$ cat config.mk
export PLATFORM = sky130hd
export DESIGN_NAME = mcu32x_wb_master
export DESIGN_NICKNAME = d
export VERILOG_FILES = /design/src/rtl/mcu32x_wb_master.sv
export SDC_FILE = /design/constraint.sdc
export NUM_CORES = 1
export LEC_CHECK = 0
export CORE_UTILIZATION = 42
export CTS_CLUSTER_SIZE = 40
export DETAILED_ROUTE_END_ITERATION = 10
export GPL_ROUTABILITY_DRIVEN = 0
export PLACE_DENSITY_LB_ADDON = 0.12
export SETUP_SLACK_MARGIN = 0.02
export SYNTH_ARGS = -nofsm -noshare
export SYNTH_HDL_FRONTEND = slang
export SYNTH_SLANG_ARGS = --single-unit
$ cat constraint.sdc
create_clock -name wb_clk_i -period 4.35 [get_ports wb_clk_i]
set_input_delay 0.435 -clock wb_clk_i [delete_from_list [all_inputs] [get_ports wb_clk_i]]
set_output_delay 0.435 -clock wb_clk_i [all_outputs]
set_load 0.005 [all_outputs]
$ cat src/rtl/mcu32x_wb_master.sv
// Purpose : single-outstanding Wishbone B4 classic-cycle initiator bridging the MCU-32X valid/ready request port.
// Latency : accept -> cyc/stb next cycle; rsp_valid_o the cycle after ack/err/timeout; 3 cycles per zero-wait transfer.
// Backpress: req_ready_o drops from accept until the response strobe has passed; responses cannot be stalled.
//
// Ports:
//   wb_clk_i / wb_rst_ni          clock and synchronous active-low reset
//   req_valid_i / req_ready_o     core request handshake (we, addr, wdata, sel sampled on accept)
//   rsp_valid_o                   one-cycle response strobe with rsp_rdata_o / rsp_err_o / rsp_timeout_o
//   busy_o                        high whenever a transfer or its response is in progress
//   wbm_*                         Wishbone B4 classic master port (cyc == stb)
//
// TIMEOUT: cycles to wait for ack/err before aborting; 0 disables; values above 255 behave as 255.
module mcu32x_wb_master #(
    parameter int unsigned TIMEOUT = 255
) (
    input  logic        wb_clk_i,
    input  logic        wb_rst_ni,

    input  logic        req_valid_i,
    output logic        req_ready_o,
    input  logic        req_we_i,
    input  logic [31:0] req_addr_i,
    input  logic [31:0] req_wdata_i,
    input  logic [3:0]  req_sel_i,

    output logic        rsp_valid_o,
    output logic [31:0] rsp_rdata_o,
    output logic        rsp_err_o,
    output logic        rsp_timeout_o,
    output logic        busy_o,

    output logic        wbm_cyc_o,
    output logic        wbm_stb_o,
    output logic        wbm_we_o,
    output logic [3:0]  wbm_sel_o,
    output logic [31:0] wbm_adr_o,
    output logic [31:0] wbm_dat_o,
    input  logic [31:0] wbm_dat_i,
    input  logic        wbm_ack_i,
    input  logic        wbm_err_i
);

    typedef enum logic [1:0] {
        S_IDLE = 2'd0,
        S_BUS  = 2'd1,
        S_RESP = 2'd2
    } state_t;

    // The wait counter is only 8 bits wide, so larger limits saturate at 255.
    localparam int unsigned TO_CLAMP = (TIMEOUT > 255) ? 255 : TIMEOUT;
    localparam bit          TO_EN    = (TO_CLAMP != 0);
    // Abort fires in the BUS cycle whose count equals limit-1, giving exactly
    // TO_CLAMP cycles of cyc/stb before the response.
    localparam logic [7:0]  TO_LAST  = 8'((TO_CLAMP == 0) ? 0 : (TO_CLAMP - 1));

    // ------------------------------------------------------------------
    // State and registered outputs
    // ------------------------------------------------------------------
    state_t      r_state;
    logic [7:0]  r_cnt;
    logic        r_req_rdy;
    logic        r_busy;
    logic        r_cyc;
    logic        r_we;
    logic [3:0]  r_sel;
    logic [31:0] r_adr;
    logic [31:0] r_dat;
    logic        r_rsp_vld;
    logic [31:0] r_rsp_rdata;
    logic        r_rsp_err;
    logic        r_rsp_to;

    // ------------------------------------------------------------------
    // Next-state values
    // ------------------------------------------------------------------
    state_t      w_state_nxt;
    logic [7:0]  w_cnt_nxt;
    logic        w_req_rdy_nxt;
    logic        w_busy_nxt;
    logic        w_cyc_nxt;
    logic        w_we_nxt;
    logic [3:0]  w_sel_nxt;
    logic [31:0] w_adr_nxt;
    logic [31:0] w_dat_nxt;
    logic        w_rsp_vld_nxt;
    logic [31:0] w_rsp_rdata_nxt;
    logic        w_rsp_err_nxt;
    logic        w_rsp_to_nxt;

    logic        w_accept;
    logic        w_to_hit;

    assign w_accept = req_valid_i && r_req_rdy;
    // Timeout only counts when neither termination is present this cycle.
    assign w_to_hit = TO_EN && (r_cnt == TO_LAST) && !wbm_ack_i && !wbm_err_i;

    always_comb begin
        w_state_nxt     = r_state;
        w_cnt_nxt       = r_cnt;
        w_req_rdy_nxt   = r_req_rdy;
        w_busy_nxt      = r_busy;
        w_cyc_nxt       = r_cyc;
        w_we_nxt        = r_we;
        w_sel_nxt       = r_sel;
        w_adr_nxt       = r_adr;
        w_dat_nxt       = r_dat;
        w_rsp_vld_nxt   = 1'b0;
        w_rsp_rdata_nxt = r_rsp_rdata;
        w_rsp_err_nxt   = r_rsp_err;
        w_rsp_to_nxt    = r_rsp_to;

        unique case (r_state)
            S_IDLE: begin
                w_req_rdy_nxt = 1'b1;
                w_busy_nxt    = 1'b0;
                w_cyc_nxt     = 1'b0;
                if (w_accept) begin
                    w_we_nxt      = req_we_i;
                    w_sel_nxt     = req_sel_i;
                    w_adr_nxt     = {req_addr_i[31:2], 2'b00};
                    w_dat_nxt     = req_wdata_i;
                    w_cnt_nxt     = 8'd0;
                    w_cyc_nxt     = 1'b1;
                    w_busy_nxt    = 1'b1;
                    w_req_rdy_nxt = 1'b0;
                    w_state_nxt   = S_BUS;
                end
            end

            S_BUS: begin
                w_req_rdy_nxt = 1'b0;
                w_busy_nxt    = 1'b1;
                if (wbm_err_i) begin
                    // err has priority over a simultaneous ack
                    w_rsp_err_nxt   = 1'b1;
                    w_rsp_to_nxt    = 1'b0;
                    w_rsp_rdata_nxt = 32'd0;
                    w_rsp_vld_nxt   = 1'b1;
                    w_cyc_nxt       = 1'b0;
                    w_state_nxt     = S_RESP;
                end else if (wbm_ack_i) begin
                    w_rsp_err_nxt   = 1'b0;
                    w_rsp_to_nxt    = 1'b0;
                    w_rsp_rdata_nxt = r_we ? 32'd0 : wbm_dat_i;
                    w_rsp_vld_nxt   = 1'b1;
                    w_cyc_nxt       = 1'b0;
                    w_state_nxt     = S_RESP;
                end else if (w_to_hit) begin
                    w_rsp_err_nxt   = 1'b0;
                    w_rsp_to_nxt    = 1'b1;
                    w_rsp_rdata_nxt = 32'd0;
                    w_rsp_vld_nxt   = 1'b1;
                    w_cyc_nxt       = 1'b0;
                    w_state_nxt     = S_RESP;
                end else begin
                    w_cyc_nxt = 1'b1;
                    if (r_cnt != 8'hFF) begin
                        w_cnt_nxt = r_cnt + 8'd1;
                    end
                end
            end

            S_RESP: begin
                // The strobe lasts this single cycle; ready returns with IDLE.
                w_cyc_nxt     = 1'b0;
                w_busy_nxt    = 1'b0;
                w_req_rdy_nxt = 1'b1;
                w_state_nxt   = S_IDLE;
            end

            default: begin
                w_cyc_nxt     = 1'b0;
                w_busy_nxt    = 1'b0;
                w_req_rdy_nxt = 1'b1;
                w_state_nxt   = S_IDLE;
            end
        endcase
    end

    always_ff @(posedge wb_clk_i) begin
        if (!wb_rst_ni) begin
            r_state     <= S_IDLE;
            r_cnt       <= 8'd0;
            r_req_rdy   <= 1'b1;
            r_busy      <= 1'b0;
            r_cyc       <= 1'b0;
            r_we        <= 1'b0;
            r_sel       <= 4'd0;
            r_adr       <= 32'd0;
            r_dat       <= 32'd0;
            r_rsp_vld   <= 1'b0;
            r_rsp_rdata <= 32'd0;
            r_rsp_err   <= 1'b0;
            r_rsp_to    <= 1'b0;
        end else begin
            r_state     <= w_state_nxt;
            r_cnt       <= w_cnt_nxt;
            r_req_rdy   <= w_req_rdy_nxt;
            r_busy      <= w_busy_nxt;
            r_cyc       <= w_cyc_nxt;
            r_we        <= w_we_nxt;
            r_sel       <= w_sel_nxt;
            r_adr       <= w_adr_nxt;
            r_dat       <= w_dat_nxt;
            r_rsp_vld   <= w_rsp_vld_nxt;
            r_rsp_rdata <= w_rsp_rdata_nxt;
            r_rsp_err   <= w_rsp_err_nxt;
            r_rsp_to    <= w_rsp_to_nxt;
        end
    end

    // ------------------------------------------------------------------
    // Output mapping
    // ------------------------------------------------------------------
    assign req_ready_o   = r_req_rdy;
    assign busy_o        = r_busy;
    assign rsp_valid_o   = r_rsp_vld;
    assign rsp_rdata_o   = r_rsp_rdata;
    assign rsp_err_o     = r_rsp_err;
    assign rsp_timeout_o = r_rsp_to;
    assign wbm_cyc_o     = r_cyc;
    assign wbm_stb_o     = r_cyc;
    assign wbm_we_o      = r_we;
    assign wbm_sel_o     = r_sel;
    assign wbm_adr_o     = r_adr;
    assign wbm_dat_o     = r_dat;

endmodule

==> results.cfg, run 1 <==
[timing]
post-route-period-util_pct = 45.0
slew_headroom_pct = 31.0
worst_pin_slew_ps = 1030
clock.fmax_mhz = 511
final.setup.tns_ps = 0
drv_slew = 0
rsz0062_at_grt = false
layout_min_cycle_time_ps = 1960
final-setup-viol-count = 0
clock_skew_ps = 7.92
finalHoldViolCount = 0
hold-worst-slack_ps = 453
fin_ws_ps = 2390

[place]
io_buffer_count = 209
place_inst = 769
placed_cell_area_um2 = 6260
dp_hpwl_um = 8050
post-place-ws_ps = 1860

[global_routing]
track_usage_pct = 23.1
grt_max_degree = 70
grt_busiest_layer = met2
grt_pass1_vias = 3950
use_met3_pct = 9.94
grt_pass1_wl_um = 18500
antenna_found_initial = 0
overflow = 0
use_met2_pct = 39.1
met1_usage_pct = 25.4

[finish]
fin_cells = 801
final_common_cell = clkdlybuf4s50_1
n_antenna_cell = 0
final_layout_size_suffix_gt1_share_pct = 6.85
area_delta_synth_final_pct = 67.1
fill_cells = 762
nNetsFinal = 767
most-common-layout-cells = clkdlybuf4s50_1 (209), nand2_1 (141), dfxtp_1 (115), a21oi_1 (70), a22o_1 (32)
final_cell_area_um2 = 6910
finish.utilization_pct = 73.7

[power_and_ir_drop]
ir_worst_vdd_uv = 252
p_per_area_nw_per_um2 = 435
p_leak_nw = 2.60
p_total_mw = 3.00

[floorplan]
fp.coreArea_um2 = 9370
num_rows = 35
start_util_pct = 44.1
die_h_um = 101
die_area_um2 = 10200
ios = 214
die_x_um = 101

[clocking]
htreeDepth = 4
cts_buffers = 17
cts_tree = yes
cts_root_buf = clkbuf_8
path_clk_slew_ps = 60
cts_setup_buffers = 0
numClockSinks = 115
cts.repair.resized = 0
clock_path_buffers = 2
clock_latency_ps = 510
hold_buffers = 0

[yosys]
ys_seq_elements = 115
ys_async_sr_fraction_pct = 0
synthFlopType = dfxtp_1
synth_edf_count = 0
yosysSeqAreaShare_pct = 55.7
synth_cells = 462
ys_warn_count = 0
yosysUniqueCellTypes = 45
synth.avg_cell_area_um2 = 8.95
syn_area_um2 = 4140

[drt]
vias_per_cell = 4.99
drt_pass1_iterations = 4
wirelength_um = 11800
drc = 0
ant_nets = 0
drt_iter0_markers = 139
vias = 3995
wire_per_inst_um = 14.7

[critical_path]
max_stage_delay_ps = 780
crit_fanout = 54
crit_type = in -> reg
worstPathRequired_ps = 4780
crit_path_start_kind = primary input
critPathCaptureType = register
crit_path_frequent_cell = nand2_1
slowest_stage = nor3_2
r2r-start = req_ready_o
worstPathCellList = clkdlybuf4s50_1 > nand2_1 > nor3_2 > buf_12 > nand2_1 > a21oi_1
crit_start = req_valid_i
crit_arrival_ps = 2390

[status]
status = complete, no violations

[worst_hold_path]
min_from = wbm_adr_o[2]
holdCritPathClass = reg -> reg

[job]
drv_cap = 0
==> cell type report <==
type,instances,area (um2),area share (%)
clock buffer,20,445,6.45
clock inverter,12,204,2.95
inverter,7,26.3,0.380
multi-input combinational,304,1630,23.6
sequential,115,2300,33.3
tap,129,161,2.34
timing repair buffer,214,2140,31.0
==> worst paths after layout <==
| check | slack, ps | end | depth (start not counted) |
|---|---|---|---|
| setup / recovery | 2390 | wbm_dat_o[31] | 6 |
| hold / removal | 450 | wbm_adr_o[2] | 2 |
| setup reg to reg | 2460 | wbm_dat_o[31] | 5 |
| hold reg to reg | 450 | wbm_adr_o[2] | 2 |
==> worst max-delay path, delay by kind of cell <==
family | cells | cell delay [ps]
AND/OR/NAND/NOR | 3 | 970
AO/OA/AOI/OAI | 1 | 140
buffers and inverters | 2 | 810
==> cells by family after synthesis <==
logic type | Yosys count | share of synthesized area (%)
compound gates | 129 | 20.4
flops | 115 | 55.7
other cells | 1 | 0.0907
simple gates | 170 | 17.8
fa+ha+maj | 2 | 0.605
mux | 1 | 0.242
buf+inv | 44 | 5.17
==> cell usage after synthesis (2+ instances only) <==
| master | n | area (um2) |
|---|---|---|
| nand2_1 | 141 | 529 |
| dfxtp_1 | 115 | 2300 |
| a21oi_1 | 70 | 350 |
| a22o_1 | 32 | 280 |
| clkbuf_1 | 19 | 71.3 |
| buf_2 | 11 | 55.1 |
| inv_1 | 7 | 26.3 |
| and3_1 | 4 | 25.0 |
| nand3_1 | 4 | 20.0 |
| nor3_1 | 4 | 20.0 |
| a31oi_1 | 3 | 18.8 |
| and2_1 | 3 | 18.8 |
| buf_4 | 3 | 22.5 |
| buf_6 | 3 | 33.8 |
| a211o_1 | 2 | 17.5 |
| a311oi_1 | 2 | 17.5 |
| and4_1 | 2 | 17.5 |
| ha_1 | 2 | 25.0 |
| nand4_1 | 2 | 12.5 |
| nor2_1 | 2 | 7.51 |
| o2111ai_1 | 2 | 17.5 |
| o211a_1 | 2 | 20.0 |
| o211ai_1 | 2 | 15.0 |
| o21ai_0 | 2 | 10.0 |
| o21ai_1 | 2 | 10.0 |
| o22ai_1 | 2 | 12.5 |
==> state kept, by name, indices dropped and copies added (netlist names) <==
register and cells:
rsp_valid_o 1, wbm_adr_o 30, wbm_dat_o 32, r_cnt 8
wbm_cyc_o 1, req_ready_o 1, busy_o 1, rsp_err_o 1
wbm_we_o 1, rsp_timeout_o 1, rsp_rdata_o 32, r_state 2
wbm_sel_o 4
==> layer usage <==
metal	routed length, um	vias up
met1	4830	1813
li1	-	1980
met5	0	-
met4	253	0
met2	5580	178
met3	1150	24
==> power breakdown <==
group	internal (mW)	leakage, nW	switching [mW]	total, mW
sequential	1.11	0.937	0.0284	1.14
clock	1.02	0.307	0.483	1.50
combinational	0.213	1.36	0.151	0.364
(Power assumes the default switching activity.)
==> run 2: changes to the inputs <==
--- a/config.mk
+++ b/config.mk
@@ -5,7 +5,7 @@
 export SDC_FILE = /design/constraint.sdc
 export NUM_CORES = 1
 export LEC_CHECK = 0
-export CORE_UTILIZATION = 42
+export CORE_UTILIZATION = 39
 export CTS_CLUSTER_SIZE = 40
 export DETAILED_ROUTE_END_ITERATION = 10
 export GPL_ROUTABILITY_DRIVEN = 0
==> constraint.sdc (replaced) <==
create_clock -name wb_clk_i -period 2 [get_ports wb_clk_i]
set_input_delay 0.2 -clock wb_clk_i [delete_from_list [all_inputs] [get_ports wb_clk_i]]
set_output_delay 0.2 -clock wb_clk_i [all_outputs]
set_load 0.005 [all_outputs]
==> results.cfg, run 2 (synthesized netlist as in run 1, its figures left out) <==
[status]
status = complete, no violations

[drt]
ant_nets = 0
met2_length_um = 5490
drc = 0
wirelength_um = 11600
drt_pass1_iterations = 4
vias_per_cell = 4.94
met1Wirelength_um = 4890
routed.top_layer = met4
wire_per_inst_um = 14.3
drt_iter0_markers = 222
wl_met3_um = 1020
vias = 4002

[critical_path]
critPathBufInv = 1
max_stage_delay_ps = 410
worstPathRequired_ps = 2390
crit_arrival_ps = 2130
crit_fanout = 32
worstPathCellList = ha_1 > nand3_1 > o21ai_4 > a21oi_2 > buf_12 > a22o_1
critPathCaptureType = register
slowest_stage = dfxtp_1
crit_type = reg -> reg
crit_path_start_kind = register
cp_top_family = compound AO/OA/AOI/OAI gates

[finish]
fill_cells = 832
final_common_cell = clkdlybuf4s50_1
final_layout_size_suffix_gt1_share_pct = 6.97
most-common-layout-cells = clkdlybuf4s50_1 (209), nand2_1 (141), dfxtp_1 (115), a21oi_1 (70), a22o_1 (32)
n_antenna_cell = 0
fin_cells = 810
area_delta_synth_final_pct = 67.4
multi_input_area_um2 = 1630
nNetsFinal = 770
seq_area_um2 = 2300

[clocking]
htreeDepth = 4
numClockSinks = 115
cts_tree = yes
cts.repair.resized = 0
cts_root_buf = clkbuf_8
clock_path_buffers = 2
clock_latency_ps = 510
hold_buffers = 0
path_clk_slew_ps = 50
cts_buffers = 17
cts_setup_buffers = 0

[power_and_ir_drop]
ir_worst_vdd_uv = 572
p_leak_nw = 2.61
p_per_area_nw_per_um2 = 897

[floorplan]
ios = 214
die_area_um2 = 11000
start_util_pct = 40.1
fp.coreArea_um2 = 10300
num_rows = 37
die_h_um = 105
die_x_um = 105

[global_routing]
track_usage_pct = 21.3
grt_pass1_wl_um = 18500
grt_max_degree = 70
antenna_found_initial = 0
overflow = 0
grt_pass1_vias = 3896

[place]
io_buffer_count = 209
dp_hpwl_um = 7860
place_inst = 779

[job]
drv_cap = 0

[timing]
drv_slew = 0
clock_skew_ps = 7.20
final-setup-viol-count = 0
clock.fmax_mhz = 576
post-route-period-util_pct = 86.9
final.setup.tns_ps = 0
finalHoldViolCount = 0
rsz0062_at_grt = false
layout_min_cycle_time_ps = 1740

[worst_hold_path]
holdCritPathClass = in -> reg
[run 2: changes by cell type in the layout (fill, tap and decap cells not counted), sizes merged]
cell / before / now
clkbuf: 20 / 21
bufinv: 5 / 3
buf: 5 / 8
[run 2: final timing paths]
path                  start              end  slack [ps]  cells past startpoint
max                r_cnt[1]  rsp_rdata_o[11]         260                      6
min reg2reg   wbm_dat_o[16]    wbm_dat_o[16]         450                      2
min          req_wdata_i[1]     wbm_dat_o[1]         240                      3
max reg2reg        r_cnt[1]  rsp_rdata_o[11]         260                      6
[run 2: final cells by class]
| cell class | instances | share of cell area, % |
|---|---|---|
| clock buffers | 21 | 6.49 |
| clock inverters | 10 | 1.92 |
| inverters | 7 | 0.379 |
| multi-input cells | 304 | 23.5 |
| flip-flops and latches | 115 | 33.2 |
| well taps | 136 | 2.46 |
| repair buffers | 217 | 32.0 |
[run 2: routing by layer]
metal / vias up / GRT usage [%]
met5: - / 0
met4: 0 / 8.25
met3: 14 / 9.36
met2: 167 / 34.4
met1: 1849 / 24.6
li1: 1972 / -
[run 2: power breakdown]
group | switching (mW) | leakage [nW] | internal [mW]
Combinational | 0.328 | 1.39 | 0.481
Clock | 0.987 | 0.280 | 1.94
Sequential | 0.0611 | 0.937 | 2.41
[run 2: metrics by stage]
step           hold slack (ps)  area, um2  setup WS (ps)  util (%)  power (mW)
2_1_floorplan              330       4140            487         -        2.81
6_report                   236       6920            263      67.1        6.21
3_5_place_dp               446       6340            214      61.4        3.33
3_3_place_gp               441       6340            249      61.4        3.31
4_1_cts                    212       6920            271      67.1        6.29
5_1_grt                    218       6920            156      67.1        6.49
[run 2: worst register-to-register path: cells and delay by family (launching register included)]
kind	cells	cell delay, ps
buf+inv	1	180
flops	1	410
fa+ha+maj	1	260
simple gates	1	160
compound gates	3	610
==> run 3: changes to the inputs <==
--- a/config.mk
+++ b/config.mk
@@ -5,6 +5,7 @@
 export SDC_FILE = /design/constraint.sdc
 export NUM_CORES = 1
 export LEC_CHECK = 0
+export CAP_MARGIN = 20
 export CORE_UTILIZATION = 39
 export CTS_CLUSTER_SIZE = 40
 export DETAILED_ROUTE_END_ITERATION = 10
==> results of run 3 <==
No change in the layout: final DEF, timing and power equal those of run 2.
